## src/rtl/mesi_isc_broad_sched.sv

```systemverilog
// mesi_isc_broad_sched: round-robin scheduler for four cores' mbus requests.
// Plain reads and writes are acknowledged and finish at once. Broadcasts snoop the
// three other cores, wait for all of their acks, then enable the originating core.
// Only one transaction is in flight at any time.
// Optional watchdog: define MESI_ISC_SCHED_TIMEOUT_EN to abort a SNOOP or ENABLE
// phase that has not finished after TIMEOUT_CYCLES cycles.
// Handshake: a core holds mbus cmd/addr until its 1-cycle mbus ack, then drops the
// cmd the next cycle. A cbus ack from core k completes that core's current cbus
// command; acks that do not match an outstanding command are ignored.
module mesi_isc_broad_sched #(
    parameter int ADDR_WIDTH     = 32,
    parameter int TIMEOUT_CYCLES = 16
) (
    input  logic                  clk,
    input  logic                  rst,
    input  logic [2:0]            mbus_cmd0_i,
    input  logic [2:0]            mbus_cmd1_i,
    input  logic [2:0]            mbus_cmd2_i,
    input  logic [2:0]            mbus_cmd3_i,
    input  logic [ADDR_WIDTH-1:0] mbus_addr0_i,
    input  logic [ADDR_WIDTH-1:0] mbus_addr1_i,
    input  logic [ADDR_WIDTH-1:0] mbus_addr2_i,
    input  logic [ADDR_WIDTH-1:0] mbus_addr3_i,
    output logic                  mbus_ack0_o,
    output logic                  mbus_ack1_o,
    output logic                  mbus_ack2_o,
    output logic                  mbus_ack3_o,
    output logic [2:0]            cbus_cmd0_o,
    output logic [2:0]            cbus_cmd1_o,
    output logic [2:0]            cbus_cmd2_o,
    output logic [2:0]            cbus_cmd3_o,
    output logic [ADDR_WIDTH-1:0] cbus_addr_o,
    input  logic                  cbus_ack0_i,
    input  logic                  cbus_ack1_i,
    input  logic                  cbus_ack2_i,
    input  logic                  cbus_ack3_i,
    output logic                  busy_o,
    output logic [1:0]            grant_id_o,
    output logic                  err_timeout_o
);
    localparam logic [2:0] MB_WR_BROAD = 3'd3;
    localparam logic [2:0] MB_RD_BROAD = 3'd4;
    localparam logic [2:0] CB_NOP      = 3'd0;
    localparam logic [2:0] CB_WR_SNOOP = 3'd1;
    localparam logic [2:0] CB_RD_SNOOP = 3'd2;
    localparam logic [2:0] CB_EN_WR    = 3'd3;
    localparam logic [2:0] CB_EN_RD    = 3'd4;

    typedef enum logic [1:0] {S_IDLE, S_ACCEPT, S_SNOOP, S_ENABLE} state_t;

    state_t                state;
    logic [1:0]            ptr;
    logic [1:0]            grant_id;
    logic [2:0]            cmd_q;
    logic [ADDR_WIDTH-1:0] addr_q;
    logic [3:0]            done;

    logic [2:0]            mcmd  [4];
    logic [ADDR_WIDTH-1:0] maddr [4];
    logic [2:0]            cbus_cmd [4];
    logic [3:0]            cack, req, gmask, done_nxt, mbus_ack;
    logic                  all_done, is_wr, is_broad, win_valid, timed_out;
    logic [1:0]            win_id;

    assign mcmd[0]  = mbus_cmd0_i;
    assign mcmd[1]  = mbus_cmd1_i;
    assign mcmd[2]  = mbus_cmd2_i;
    assign mcmd[3]  = mbus_cmd3_i;
    assign maddr[0] = mbus_addr0_i;
    assign maddr[1] = mbus_addr1_i;
    assign maddr[2] = mbus_addr2_i;
    assign maddr[3] = mbus_addr3_i;
    assign cack     = {cbus_ack3_i, cbus_ack2_i, cbus_ack1_i, cbus_ack0_i};

    assign mbus_ack0_o = mbus_ack[0];
    assign mbus_ack1_o = mbus_ack[1];
    assign mbus_ack2_o = mbus_ack[2];
    assign mbus_ack3_o = mbus_ack[3];
    assign cbus_cmd0_o = cbus_cmd[0];
    assign cbus_cmd1_o = cbus_cmd[1];
    assign cbus_cmd2_o = cbus_cmd[2];
    assign cbus_cmd3_o = cbus_cmd[3];
    assign busy_o      = (state != S_IDLE);
    assign grant_id_o  = grant_id;

    assign is_wr    = (cmd_q == MB_WR_BROAD);
    assign is_broad = (cmd_q == MB_WR_BROAD) || (cmd_q == MB_RD_BROAD);
    assign gmask    = 4'b0001 << grant_id;
    // Acks from the originator never count towards snoop completion.
    assign done_nxt = done | (cack & ~gmask);
    assign all_done = &(done_nxt | gmask);

    // Valid requests are codes 1..4; 5..7 are treated as NOP.
    always_comb begin
        for (int k = 0; k < 4; k++) begin
            req[k] = (mcmd[k] != 3'd0) && (mcmd[k] <= 3'd4);
        end
    end

    // Round-robin pick: the lowest offset after ptr wins, so scan from farthest to nearest.
    always_comb begin
        win_valid = 1'b0;
        win_id    = ptr;
        for (int i = 4; i >= 1; i--) begin
            if (req[ptr + 2'(i)]) begin
                win_valid = 1'b1;
                win_id    = ptr + 2'(i);
            end
        end
    end

    // Decode the mbus accept pulse and per-core cbus commands from the registered state.
    always_comb begin
        for (int k = 0; k < 4; k++) begin
            mbus_ack[k] = (state == S_ACCEPT) && (grant_id == 2'(k));
            cbus_cmd[k] = CB_NOP;
            if (state == S_SNOOP && grant_id != 2'(k) && !done[k]) begin
                cbus_cmd[k] = is_wr ? CB_WR_SNOOP : CB_RD_SNOOP;
            end else if (state == S_ENABLE && grant_id == 2'(k)) begin
                cbus_cmd[k] = is_wr ? CB_EN_WR : CB_EN_RD;
            end
        end
    end

`ifdef MESI_ISC_SCHED_TIMEOUT_EN
    localparam int CNT_W = $clog2(TIMEOUT_CYCLES + 1);
    logic [CNT_W-1:0] tcnt;
    logic             err_q;

    assign timed_out     = (tcnt == CNT_W'(TIMEOUT_CYCLES - 1));
    assign err_timeout_o = err_q;

    // Watchdog: cleared on entry to SNOOP/ENABLE, counts every cycle spent there.
    always_ff @(posedge clk) begin
        if (rst) begin
            tcnt  <= '0;
            err_q <= 1'b0;
        end else begin
            err_q <= timed_out &&
                     ((state == S_SNOOP && !all_done) ||
                      (state == S_ENABLE && !cack[grant_id]));
            if (state == S_ACCEPT || (state == S_SNOOP && all_done)) begin
                tcnt <= '0;
            end else if (state == S_SNOOP || state == S_ENABLE) begin
                tcnt <= tcnt + 1'b1;
            end
        end
    end
`else
    assign timed_out     = 1'b0;
    assign err_timeout_o = 1'b0;
`endif

    // Transaction sequencer: arbitrate, accept, snoop the others, enable the originator.
    always_ff @(posedge clk) begin
        if (rst) begin
            state       <= S_IDLE;
            ptr         <= 2'd3;
            grant_id    <= 2'd0;
            cmd_q       <= 3'd0;
            addr_q      <= '0;
            cbus_addr_o <= '0;
            done        <= 4'd0;
        end else begin
            case (state)
                S_IDLE: begin
                    if (win_valid) begin
                        ptr      <= win_id;
                        grant_id <= win_id;
                        cmd_q    <= mcmd[win_id];
                        addr_q   <= maddr[win_id];
                        state    <= S_ACCEPT;
                    end
                end
                S_ACCEPT: begin
                    if (is_broad) begin
                        done        <= 4'd0;
                        cbus_addr_o <= addr_q;
                        state       <= S_SNOOP;
                    end else begin
                        state <= S_IDLE;
                    end
                end
                S_SNOOP: begin
                    done <= done_nxt;
                    if (all_done) begin
                        state <= S_ENABLE;
                    end else if (timed_out) begin
                        state <= S_IDLE;
                    end
                end
                S_ENABLE: begin
                    if (cack[grant_id] || timed_out) begin
                        state <= S_IDLE;
                    end
                end
                default: state <= S_IDLE;
            endcase
        end
    end
endmodule

```

## config.mk

```make
export PLATFORM = sky130hd
export DESIGN_NAME = mesi_isc_broad_sched
export DESIGN_NICKNAME = d
export VERILOG_FILES = /design/src/rtl/mesi_isc_broad_sched.sv
export SDC_FILE = /design/constraint.sdc
export NUM_CORES = 1
export LEC_CHECK = 0
export BUFFER_PORTS_ARGS = -buffer_cell sky130_fd_sc_hd__buf_2
export CAP_MARGIN = 5
export CORE_MARGIN = 2
export CORE_UTILIZATION = 42
export CTS_CLUSTER_SIZE = 20
export DETAILED_ROUTE_END_ITERATION = 6
export PLACE_DENSITY_LB_ADDON = 0.08
export SLEW_MARGIN = 10
export SYNTH_ARGS = -nofsm -noshare
export SYNTH_HDL_FRONTEND = slang
export SYNTH_SLANG_ARGS = --single-unit
```

## constraint.sdc

```tcl
create_clock -name clk -period 2.1 [get_ports clk]
set_input_delay 0.525 -clock clk [delete_from_list [all_inputs] [get_ports clk]]
set_output_delay 0.525 -clock clk [all_outputs]
set_load 0.01 [all_outputs]
```

Word-level counts from Yosys, hierarchy flattened
Index checks and enable logic that the tools add are counted.
{"block": "classes", "add_sub_neg": 3, "multipliers": 0, "n_div": 0, "n_lt_le_gt_ge": 10, "n_eq_ne": 15, "shifts": 1, "n_mux": 40, "bitwise": 5, "reduce_logical": 39}
{"cell": "$bmux W32 S2", "count": 1}
{"cell": "$mux W32", "count": 2}
{"cell": "$mux W3", "count": 11}
{"cell": "$logic_and A1 B1 Y1", "count": 20}
{"cell": "$mux W2", "count": 8}
{"cell": "$lt A2 B3 Y1 const B", "count": 5}
{"cell": "$le A3 B3 Y1 const B", "count": 4}
{"cell": "$reduce_bool A3 Y1", "count": 4}
{"cell": "$bmux W1 S2", "count": 5}
{"cell": "$ne A2 B2 Y1 const B", "count": 5}
{"cell": "$mux W1", "count": 9}
{"cell": "$eq A2 B2 Y1 const B", "count": 4}
{"cell": "$or A4 B4 Y4", "count": 2}
{"cell": "$pmux W2 S4", "count": 1}
{"cell": "$pmux W4 S2", "count": 1}
{"cell": "$bmux W3 S2", "count": 1}
{"cell": "$reduce_and A2 Y1", "count": 3}
{"cell": "$reduce_bool A2 Y1", "count": 3}
{"cell": "$add A2 B2 Y2 const B", "count": 2}
{"cell": "$and A4 B4 Y4", "count": 1}
{"cell": "$eq A2 B1 Y1 const B", "count": 2}
{"cell": "$logic_not A1 Y1", "count": 4}
{"cell": "$logic_not A2 Y1", "count": 2}
{"cell": "$mux W4", "count": 1}
{"cell": "11 further kinds", "count": 12}
{"block": "word_totals", "regBits": 77, "latch_bits": 0, "mem_bits_rw": 0, "romBits": 0, "input_bits": 146, "out_inout_bits": 52, "word_cells": 120, "n_memories": 0}

Depth between registers and ports, before layout
Gate-level depths: netlist (run 1).
{"block": "depth", "depth_word": 11, "depth_mapped": 8, "depth_no_buf": 6}

Least setup slack after synthesis (run 1)
Ideal clock, no wire load.
{"block": "synth_timing", "path_kind": "input to register", "from": "input port mbus_cmd3_i[0]", "to": "register addr_q[10]", "setup_ps": 128, "t_arrival_ps": 2081, "required_time_ps": 1972, "slack_ps": -109, "stages": 8, "path_buffers": 2, "path_cell_list": "or3_1 > and2_4 > o41ai_4 > nor2_2 > nand2b_1 > buf_6 > buf_8 > o221ai_2"}
{"block": "synth_between", "elab_chain_len": 11, "elab_cells_between_ends": 23, "cone_classes": "order compare: 1; mux: 18; bitwise: 1; reduce/logical: 3"}
{"item": "start: declaration", "line": "19", "source": "input logic [2:0] mbus_cmd3_i,"}
{"item": "$le A3 B3 Y1 or $reduce_bool A3 Y1 (tied branches)", "line": "96", "source": "req[k] = (mcmd[k] != 3'd0) && (mcmd[k] <= 3'd4);"}
{"item": "$logic_and A1 B1 Y1 *", "line": "96"}
{"item": "$bmux W1 S2", "line": "105", "source": "if (req[ptr + 2'(i)]) begin"}
{"item": "$mux W1 (not written as such)", "line": "105"}
{"item": "$mux W2 (3 in series)", "line": "105"}
{"item": "$not A2 Y3 (not written as such)", "line": "171", "source": "addr_q <= maddr[win_id];"}
{"item": "$bmux W32 S2", "line": "171"}
{"item": "$mux W32 (not written as such) (2 in series)", "line": "171"}
{"item": "end signal: assignment", "line": "171"}
{"item": "end: declaration", "line": "55", "source": "logic [ADDR_WIDTH-1:0] addr_q;"}
Every way passes the cells marked *; elsewhere a longest branch is shown, timed or not. The select of a mux whose other input is x is not followed.
A chain may end at the register's enable or synchronous reset.

Worst setup path in the final report (run 1)
{"block": "layout_timing", "from": "input port mbus_cmd1_i[0]", "to": "register addr_q[11]"}
{"block": "layout_between", "elab_chain_len": 11, "elab_cells_between_ends": 23, "cone_classes": "order compare: 1; mux: 18; bitwise: 1; reduce/logical: 3"}
{"item": "start: declaration", "line": "17", "source": "input logic [2:0] mbus_cmd1_i,"}
{"item": "$le A3 B3 Y1 or $reduce_bool A3 Y1 (tied branches)", "line": "96"}
{"item": "$logic_and A1 B1 Y1 *", "line": "96"}
{"item": "$bmux W1 S2", "line": "105"}
{"item": "$mux W1 (not written as such)", "line": "105"}
{"item": "$mux W2 (3 in series)", "line": "105"}
{"item": "$not A2 Y3 (not written as such)", "line": "171"}
{"item": "$bmux W32 S2", "line": "171"}
{"item": "$mux W32 (not written as such) (2 in series)", "line": "171"}
Marks and branches as above.

==> out/results.ini, run 1 <==
[run_status]
status = finished, final reports clean

[yosys]
ys_seq_elements = 77
ys.warnings.count = 0
synth_ff_type = dfxtp_1
syn_area_sq_um = 4190
syn_area_per_cell_sq_um = 9.06
synth_most_common_cell = nand2_1
synth_top_area_cell = dfxtp_1
synth.net_count = 608
async_flop_share_pct = 0
yosys-top-cells-area = dfxtp_1, mux2i_1, o221ai_2, nand2_1, a21oi_1
yosys.cell_types.count = 44
synthCells = 462
synth_top_area_share_pct = 36.8
synth-edff-count = 0
synth_commonest_cells = nand2_1, dfxtp_1, mux2i_1
ys_seq_area_share_pct = 36.8

[pwr]
vdd_drop_max_uv = 356
leakagePower_nw = 2.65
powerDensity_nw_per_um2 = 859

[floorplan]
die_area_sq_um = 10800
die_w_microns = 104
pin_count = 198
start_util_pct = 43.0
row_count = 36
core-area_sq_um = 9730
die_h_microns = 104

[route]
drcViolationCount = 0
vias_per_cell = 5.11
ant_nets = 0
via_count = 4121
drt-initial-drc-count = 130
finalWirelength_microns = 12200
wl_per_cell_microns = 15.2
dr.pass1.iters = 4

[clocking]
numClockSinks = 77
cts_tree = yes
numCtsBuffers = 9
cts-root-buf = clkbuf_8
cts_hold_buf = 0
clockBufferDepth = 2
clk_latency_ns = 0.36
clk_pin_slew_worst_paths_ns = 0.08
htreeDepth = 3

[global_routing]
grt_max_degree = 35
grt_pass1_wl_microns = 18100
gr-usage-all-layers_pct = 20.7
grt_pass1_vias = 3845
antenna_found_initial = 0
grt_overflow = 0

[critical_path]
r2r_end = addr_q[11]
reg2reg_from = ptr[0]
crit_path_start_kind = input pin
cp-endpoint = addr_q[11]
path_max_fanout = 17
setup.worst_path.start = mbus_cmd1_i[0]
crit_required_ns = 2.34
critical_path_class = in -> reg
cp.arrival_ns = 2.33
reg2reg_depth = 8
worstSetupEndpointType = flip-flop
rrSetupSlack_ns = 0.34

[layout]
antenna_cells = 0
num-nets-final = 815
multi_input_area_sq_um = 2540
syn2layout_area_growth_pct = 42.5
fillCellCount = 922
final_cells = 807
drive_gt1_share_pct = 47.9
seqCellArea_sq_um = 1550

[placed_design]
gp_congestion = 0.858
io_buffers = 196
place_hpwl_microns = 8340
place_inst = 781

[timing]
whs_ns = 0.451
final-max-slew-violation-count = 0
fin_crit_ns = 2.09
rsz0062_at_grt = yes
setup_tns_ns = 0
skew_ns = 0.00924
hold_viol = 0
finalSetupViolCount = 0
max_freq_mhz = 478
post-route-period-util_pct = 99.7

[hold_path]
hp-class = reg -> reg

[flow_run]
timing.max_cap.violations = 0

cells in the final DEF, fill, tap and decap left out, types with 2 or more instances in the layout:
cell	instances
a21oi_1	41
a32oi_1	3
and2_1	2
and2_4	2
buf_12	7
buf_16	3
buf_2	196
buf_4	20
buf_6	2
clkbuf_16	5
clkbuf_8	10
clkinv_2	3
clkinvlp_4	3
dfxtp_1	71
dfxtp_2	6
mux2i_1	57
mux2i_2	12
mux2i_4	3
nand2_1	106
nand2b_1	4
nor2_1	23
nor2_2	2
nor2b_1	4
nor2b_2	2
nor3_1	12
nor3_2	2
o211ai_1	2
o21a_1	5
o21ai_0	2
o21ai_1	3
o221ai_1	4
o221ai_2	31
o32ai_1	2
or3_4	2
kinds of logic after synthesis:
| logic type | after synthesis | synth area share, % |
|---|---|---|
| AO/OA/AOI/OAI | 101 | 21.8 |
| buffers and inverters | 39 | 6.01 |
| other | 1 | 0.0896 |
| AND/OR/NAND/NOR | 170 | 17.4 |
| flip-flops | 77 | 36.8 |
| multiplexers | 73 | 17.8 |
| XOR/XNOR | 1 | 0.209 |
report_power, final:
part	total, mW	switching (mW)	internal (mW)
registers	1.87	0.168	1.70
clock network	1.14	0.566	0.577
logic	2.11	1.01	1.10
routing by layer:
layer | track usage, % | wire length, microns
met1 | 26.1 | 5500
met2 | 34.8 | 5940
met3 | 4.91 | 668
met4 | 6.66 | 140
met5 | 0 | 0
through the flow:
stage | instance area, sq um | power [mW] | setup slack [ns] | util, %
global placement | 5410 | 3.60 | -0.383 | 55.6
CTS | 5660 | 4.84 | 0.00521 | 58.2
global route | 5970 | 5.42 | -0.0360 | 61.3
floorplan | 4190 | 3.12 | -0.0961 | -
finish | 5970 | 5.12 | 0.00658 | 61.3
detailed placement | 5410 | 3.64 | -0.398 | 55.6
flip-flops by register name, indices dropped and copies added (netlist names), named ones only:
signal / count
grant_id_o: 2
ptr: 2
addr_q: 32
cbus_addr_o: 32
cmd_q: 3
done: 4
state: 1
worst min path at each step:
stage                    startpoint         endpoint  cells past startpoint
global placement          addr_q[6]   cbus_addr_o[6]                      2
global route        cbus_addr_o[12]  cbus_addr_o[12]                      2
floorplan                 addr_q[0]   cbus_addr_o[0]                      2
CTS                     cbus_ack1_i          done[1]                      3
detailed placement       addr_q[11]  cbus_addr_o[11]                      2
finish                   addr_q[10]  cbus_addr_o[10]                      2
worst max-delay path, cell delays in order:
cell and delay, ns:
buf_2 0.12, or3_4 0.40, and2_4 0.19, a2bb2oi_2 0.15
mux2i_4 0.19, buf_12 0.18, buf_16 0.18, mux2i_1 0.27
o221ai_2 0.12
repair_timing:
| item | 4_1_cts | 5_1_grt |
|---|---|---|
| gates resized for setup | 6 | 36 |
| cloned | 1 | 6 |
| setup endpoints to repair | 9 | 47 |
| buffers inserted | 1 | 2 |
| pin swaps | 0 | 1 |
cell type report:
type	instances	area share (%)
multi-input combinational	346	42.6
sequential	77	26.0
timing repair buffer	233	25.2
tap	133	2.79
clock buffer	10	2.31
clock inverter	6	1.05
inverter	2	0.147
(Power assumes the default switching activity.)
==> run 2: changes to the inputs <==
Settings changed: CORE_UTILIZATION 42 to 37.
==> run 2 against run 1 <==
Net effect:
- the flow now finishes with violations (negative setup slack)
- sequential cell count is the same
- register-to-register slack lost 0.04 ns
- cell area grew 3.2%
- sequential share of layout area shrank 0.87 points
- die area grew 13%
- critical path type unchanged
- largest power group unchanged
==> out/results.ini, run 2 (synthesis gave the netlist of run 1 again) <==
[run_status]
status = complete, but fails checks
violations = negative setup slack

[clocking]
cts-root-buf = clkbuf_16
cts_hold_buf = 0
clockBufferDepth = 2
clk_latency_ns = 0.33
clk_pin_slew_worst_paths_ns = 0.06
numCtsBuffers = 9
numClockSinks = 77
cts_tree = yes
htreeDepth = 3

[timing]
maxSlewHeadroom_pct = 67.1
worstMarginPinSlew_ns = 0.490
post-route-period-util_pct = 101
setup_tns_ns = -0.0337
finalSetupViolCount = 3
skew_ns = 0.00519
final-max-slew-violation-count = 0
hold_viol = 0
fin_crit_ns = 2.12
max_freq_mhz = 473
rsz0062_at_grt = yes
fin_ws_ns = -0.0156

[global_routing]
grt_pass1_wl_microns = 18300
gr-usage-all-layers_pct = 19.5
grt_pass1_vias = 3798
grt_max_degree = 43
antenna_found_initial = 0
grt_overflow = 0

[critical_path]
crit_chain = buf_6 > or3_4 > and2_4 > a2bb2oi_4 > mux2i_4 > buf_4 > clkbuf_16 > mux2i_4 > o221ai_2
worstSetupEndpointType = flip-flop
critical_path_class = in -> reg
worst_path_most_repeated_cell = mux2i_4
cp.arrival_ns = 2.32
max_stage_delay_ns = 0.39
crit_required_ns = 2.31
path_max_fanout = 8
crit_path_start_kind = input pin
crit_buf_inv = 3
cp_top_family = simple AND/OR/NAND/NOR gates
slowest_stage = or3_4

[layout]
drive_gt1_share_pct = 49.3
final_common_cell = buf_2
final_cell_mix = buf_2, nand2_1, dfxtp_1
syn2layout_area_growth_pct = 47.1
largestRegisters = addr_q: 32 flops, cbus_addr_o: 32 flops, done: 4 flops
antenna_cells = 0
num-nets-final = 822

[route]
dr.pass1.iters = 4
wl_per_cell_microns = 15.6
ant_nets = 0
vias_per_cell = 5.07
drcViolationCount = 0
drt-initial-drc-count = 123
via_count = 4152
finalWirelength_microns = 12800

[pwr]
powerDensity_nw_per_um2 = 894
leakagePower_nw = 2.68
vdd_drop_max_uv = 354
total_power_mw = 5.50

[floorplan]
core-area_sq_um = 10900
pin_count = 198
die_area_sq_um = 12200
die_h_microns = 110
die_w_microns = 110
start_util_pct = 38.3
row_count = 38

[placed_design]
place_ws_ns = -0.376
gp_congestion = 0.856
io_buffers = 196
place_hpwl_microns = 8830

[hold_path]
hp-class = reg -> reg

[flow_run]
timing.max_cap.violations = 0

run 2: layer usage:
layer	vias up	share of wire, %	global-route usage, %
met1	1909	45	24.6
met4	0	1.3	6.79
met5	-	0	0
met2	132	47	32.9
met3	15	6.7	4.41
li1	2096	-	-
run 2: final timing paths:
| path | slack [ns] | to | from | cells past startpoint |
|---|---|---|---|---|
| min | 0.45 | cbus_addr_o[20] | addr_q[20] | 2 |
| max | -0.02 | addr_q[21] | mbus_cmd1_i[1] | 9 |
| max reg2reg | 0.30 | addr_q[21] | ptr[0] | 8 |
| min reg2reg | 0.45 | cbus_addr_o[20] | addr_q[20] | 2 |
run 2: worst register-to-register path, stage by stage (launching register included):
cell	delay, ns
dfxtp_1	0.36
clkinv_2	0.11
nand3_1	0.12
o21ai_2	0.09
mux2i_4	0.23
buf_4	0.21
clkbuf_16	0.20
mux2i_4	0.25
o221ai_2	0.11
run 2: area by class of cell:
cell class,instances,area (sq um)
Fill cell,1037,4780
Multi-Input combinational cell,346,2660
Sequential cell,77,1550
Timing Repair Buffer,240,1520
Clock buffer,11,233
Tap cell,140,175
Clock inverter,3,15.0
Inverter,2,8.76
run 2: power breakdown:
group	internal, mW	total [mW]	switching (mW)
Clock	0.781	1.35	0.570
Sequential	1.70	1.87	0.170
Combinational	1.21	2.28	1.07
run 2: what timing repair did:
item                                    in CTS  in global routing
pin swaps                                    0                  5
endpoints found under the setup margin      14                 41
cloned                                       1                  4
setup buffers                                1                 11
resized for setup                            6                 55
endpoints found under the hold margin        0                  0
run 2: stage by stage:
step / util [%] / instance area (sq um) / instances / hold slack (ns)
floorplan: - / 4190 / 462 / 0.432
finish: 56.3 / 6160 / 819 / 0.447
detailed placement: 49.3 / 5400 / 788 / 0.445
global placement: 49.3 / 5400 / 788 / 0.439
CTS: 52.1 / 5690 / 804 / 0.450
global route: 56.3 / 6160 / 819 / 0.467
==> run 3: changes to the inputs <==
Settings changed: CORE_ASPECT_RATIO set to 0.6, PLACE_DENSITY set to 0.69, PLACE_DENSITY_LB_ADDON 0.08 to unset.
==> run 3 against run 2 <==
Net effect:
- the run still ends with negative setup slack left
- total power rose by 6.3%
- worst hold slack better by 0.0020 ns
- sequential share of layout area is 0.44 points lower
- clock power is 30% higher
- count of clock-buffer cells in the layout is 1 lower
- critical endpoint is now addr_q[2]
- critical path depth unchanged
- wire length grew 5.2%
- setup slack better by 0.0038 ns
- sequential cell count did not move
==> out/results.ini, run 3 (synthesis gave the netlist of run 1 again) <==
[clocking]
clk_latency_ns = 0.32
numCtsBuffers = 9
cts_hold_buf = 0
cts_tree = yes
clk_pin_slew_worst_paths_ns = 0.06
cts-root-buf = clkbuf_16
numClockSinks = 77
htreeDepth = 3
clockBufferDepth = 2

[critical_path]
path_max_fanout = 12
worstSetupEndpointType = flip-flop
reg2reg_depth = 7
crit_buf_inv = 3
rrSetupSlack_ns = 0.21
crit_path_start_kind = input pin
critical_path_class = in -> reg
r2r_end = addr_q[25]
crit_chain = buf_2 > or3_4 > and2_4 > a2bb2oi_2 > mux2i_4 > buf_4 > buf_12 > mux2i_2 > o221ai_1
worstSetupPathDepth = 9
crit_required_ns = 2.30
slowest_stage = or3_4
cp_top_family = simple AND/OR/NAND/NOR gates
max_stage_delay_ns = 0.40
cp.arrival_ns = 2.31

[route]
ant_nets = 0
drcViolationCount = 0
wl_per_cell_microns = 16.3
dr.pass1.iters = 4
via_count = 4244
drt-initial-drc-count = 149
finalWirelength_microns = 13400
vias_per_cell = 5.15

[pwr]
swShare_pct = 31.4
p_int_mw = 4.01
vdd_drop_max_uv = 422
pwr-share-comb_pct = 37.9
powerDensity_nw_per_um2 = 932
seqPwrFrac_pct = 32.2
leakagePower_nw = 2.74
power_frac_clock_pct = 30.0
p_sw_mw = 1.84

[global_routing]
antenna_found_initial = 0
grt_overflow = 0
grt_pass1_vias = 4132
gr-usage-all-layers_pct = 19.8
grt_pass1_wl_microns = 19400
grt_max_degree = 37

[placed_design]
gp_congestion = 0.838
placed_area_sq_um = 5450
io_buffers = 196
place_hpwl_microns = 9320

[timing]
final-max-slew-violation-count = 0
setup_tns_ns = -0.0210
fin_crit_ns = 2.11
rsz0062_at_grt = yes
finalSetupViolCount = 3
max_freq_mhz = 474
whs_ns = 0.449
skew_ns = 0.00474
fin_ws_ns = -0.0118
hold_viol = 0
post-route-period-util_pct = 101

[layout]
drive_gt1_share_pct = 50.7
largestRegisters = addr_q: 32 flops, cbus_addr_o: 32 flops, done: 4 flops
antenna_cells = 0
syn2layout_area_growth_pct = 49.9
multi_input_area_sq_um = 2660
fillCellCount = 979
design_area_sq_um = 6280
seqCellArea_sq_um = 1550
final_cell_mix = buf_2, nand2_1, dfxtp_1
final_common_cell = buf_2
num-nets-final = 821

[floorplan]
row_count = 30
die_area_sq_um = 12200
start_util_pct = 37.6
die_h_microns = 86.4
die_w_microns = 141
pin_count = 198
core-area_sq_um = 11100

[hold_path]
min-delay-start = cbus_addr_o[19]
hold-path-endpoint = cbus_addr_o[19]
hold_depth = 2
hp-class = reg -> reg

[flow_run]
timing.max_cap.violations = 0

[run_status]
violations = negative setup slack
status = complete, but fails checks

## run 3: power by group through the flow
stage               Combinational (mW)  Clock (mW)  Sequential, mW
floorplan                         1.27           0            1.85
global placement                  1.72           0            1.89
detailed placement                1.79           0            1.90
CTS                               1.89        1.80            1.87
global route                      2.36        1.86            1.92
finish                            2.22        1.75            1.88
## run 3: repair_timing
action / CTS / global route
cloned: 1 / 7
endpoints found under the setup margin: 41 / 41
pin swaps: 0 / 5
endpoints found under the hold margin: 0 / 0
setup buffers: 3 / 3
resized for setup: 11 / 56
## run 3: layout make-up
class	instances	area share, %
multi-input combinational	346	42.3
sequential	77	24.7
inverter	2	0.140
timing repair buffer	239	24.6
tap	144	2.87
clock buffer	10	3.65
clock inverter	6	1.77
## run 3: worst max-delay path by stage
stage                             to      startpoint  slack [ns]
after global routing       addr_q[4]  mbus_cmd1_i[0]       -0.06
final                      addr_q[2]  mbus_cmd1_i[0]       -0.01
after global placement    addr_q[10]  mbus_cmd1_i[0]       -0.36
after CTS                 addr_q[26]  mbus_cmd1_i[0]       0.005
after detailed placement  addr_q[10]  mbus_cmd1_i[0]       -0.43
after floorplan           addr_q[10]  mbus_cmd1_i[0]        -0.1
## run 3: worst reg2reg max path, stage by stage, from the launching register on
cell and delay, ns:
dfxtp_1 0.41, nor2_1 0.37, o41ai_4 0.14, buf_4 0.18
nor2_4 0.17, nand2b_4 0.16, clkbuf_16 0.21, o221ai_2 0.18
## run 3: layer usage
layer | wire length, microns | global-route usage [%] | share of wire (%)
met4 | 120 | 4.73 | 0.89
met3 | 916 | 5.30 | 6.8
met2 | 6080 | 33.7 | 45
met1 | 6320 | 25.5 | 47
met5 | 0 | 0 | 0
## run 3: metrics by stage
| step | power [mW] | util (%) | std cells | worst slack [ns] |
|---|---|---|---|---|
| detailed placement | 3.68 | 48.9 | 795 | -0.434 |
| CTS | 5.56 | 52.8 | 815 | 0.00491 |
| finish | 5.85 | 56.3 | 824 | -0.0118 |
| global placement | 3.61 | 48.9 | 795 | -0.357 |
| global route | 6.15 | 56.3 | 824 | -0.0630 |
| floorplan | 3.12 | - | 462 | -0.0961 |
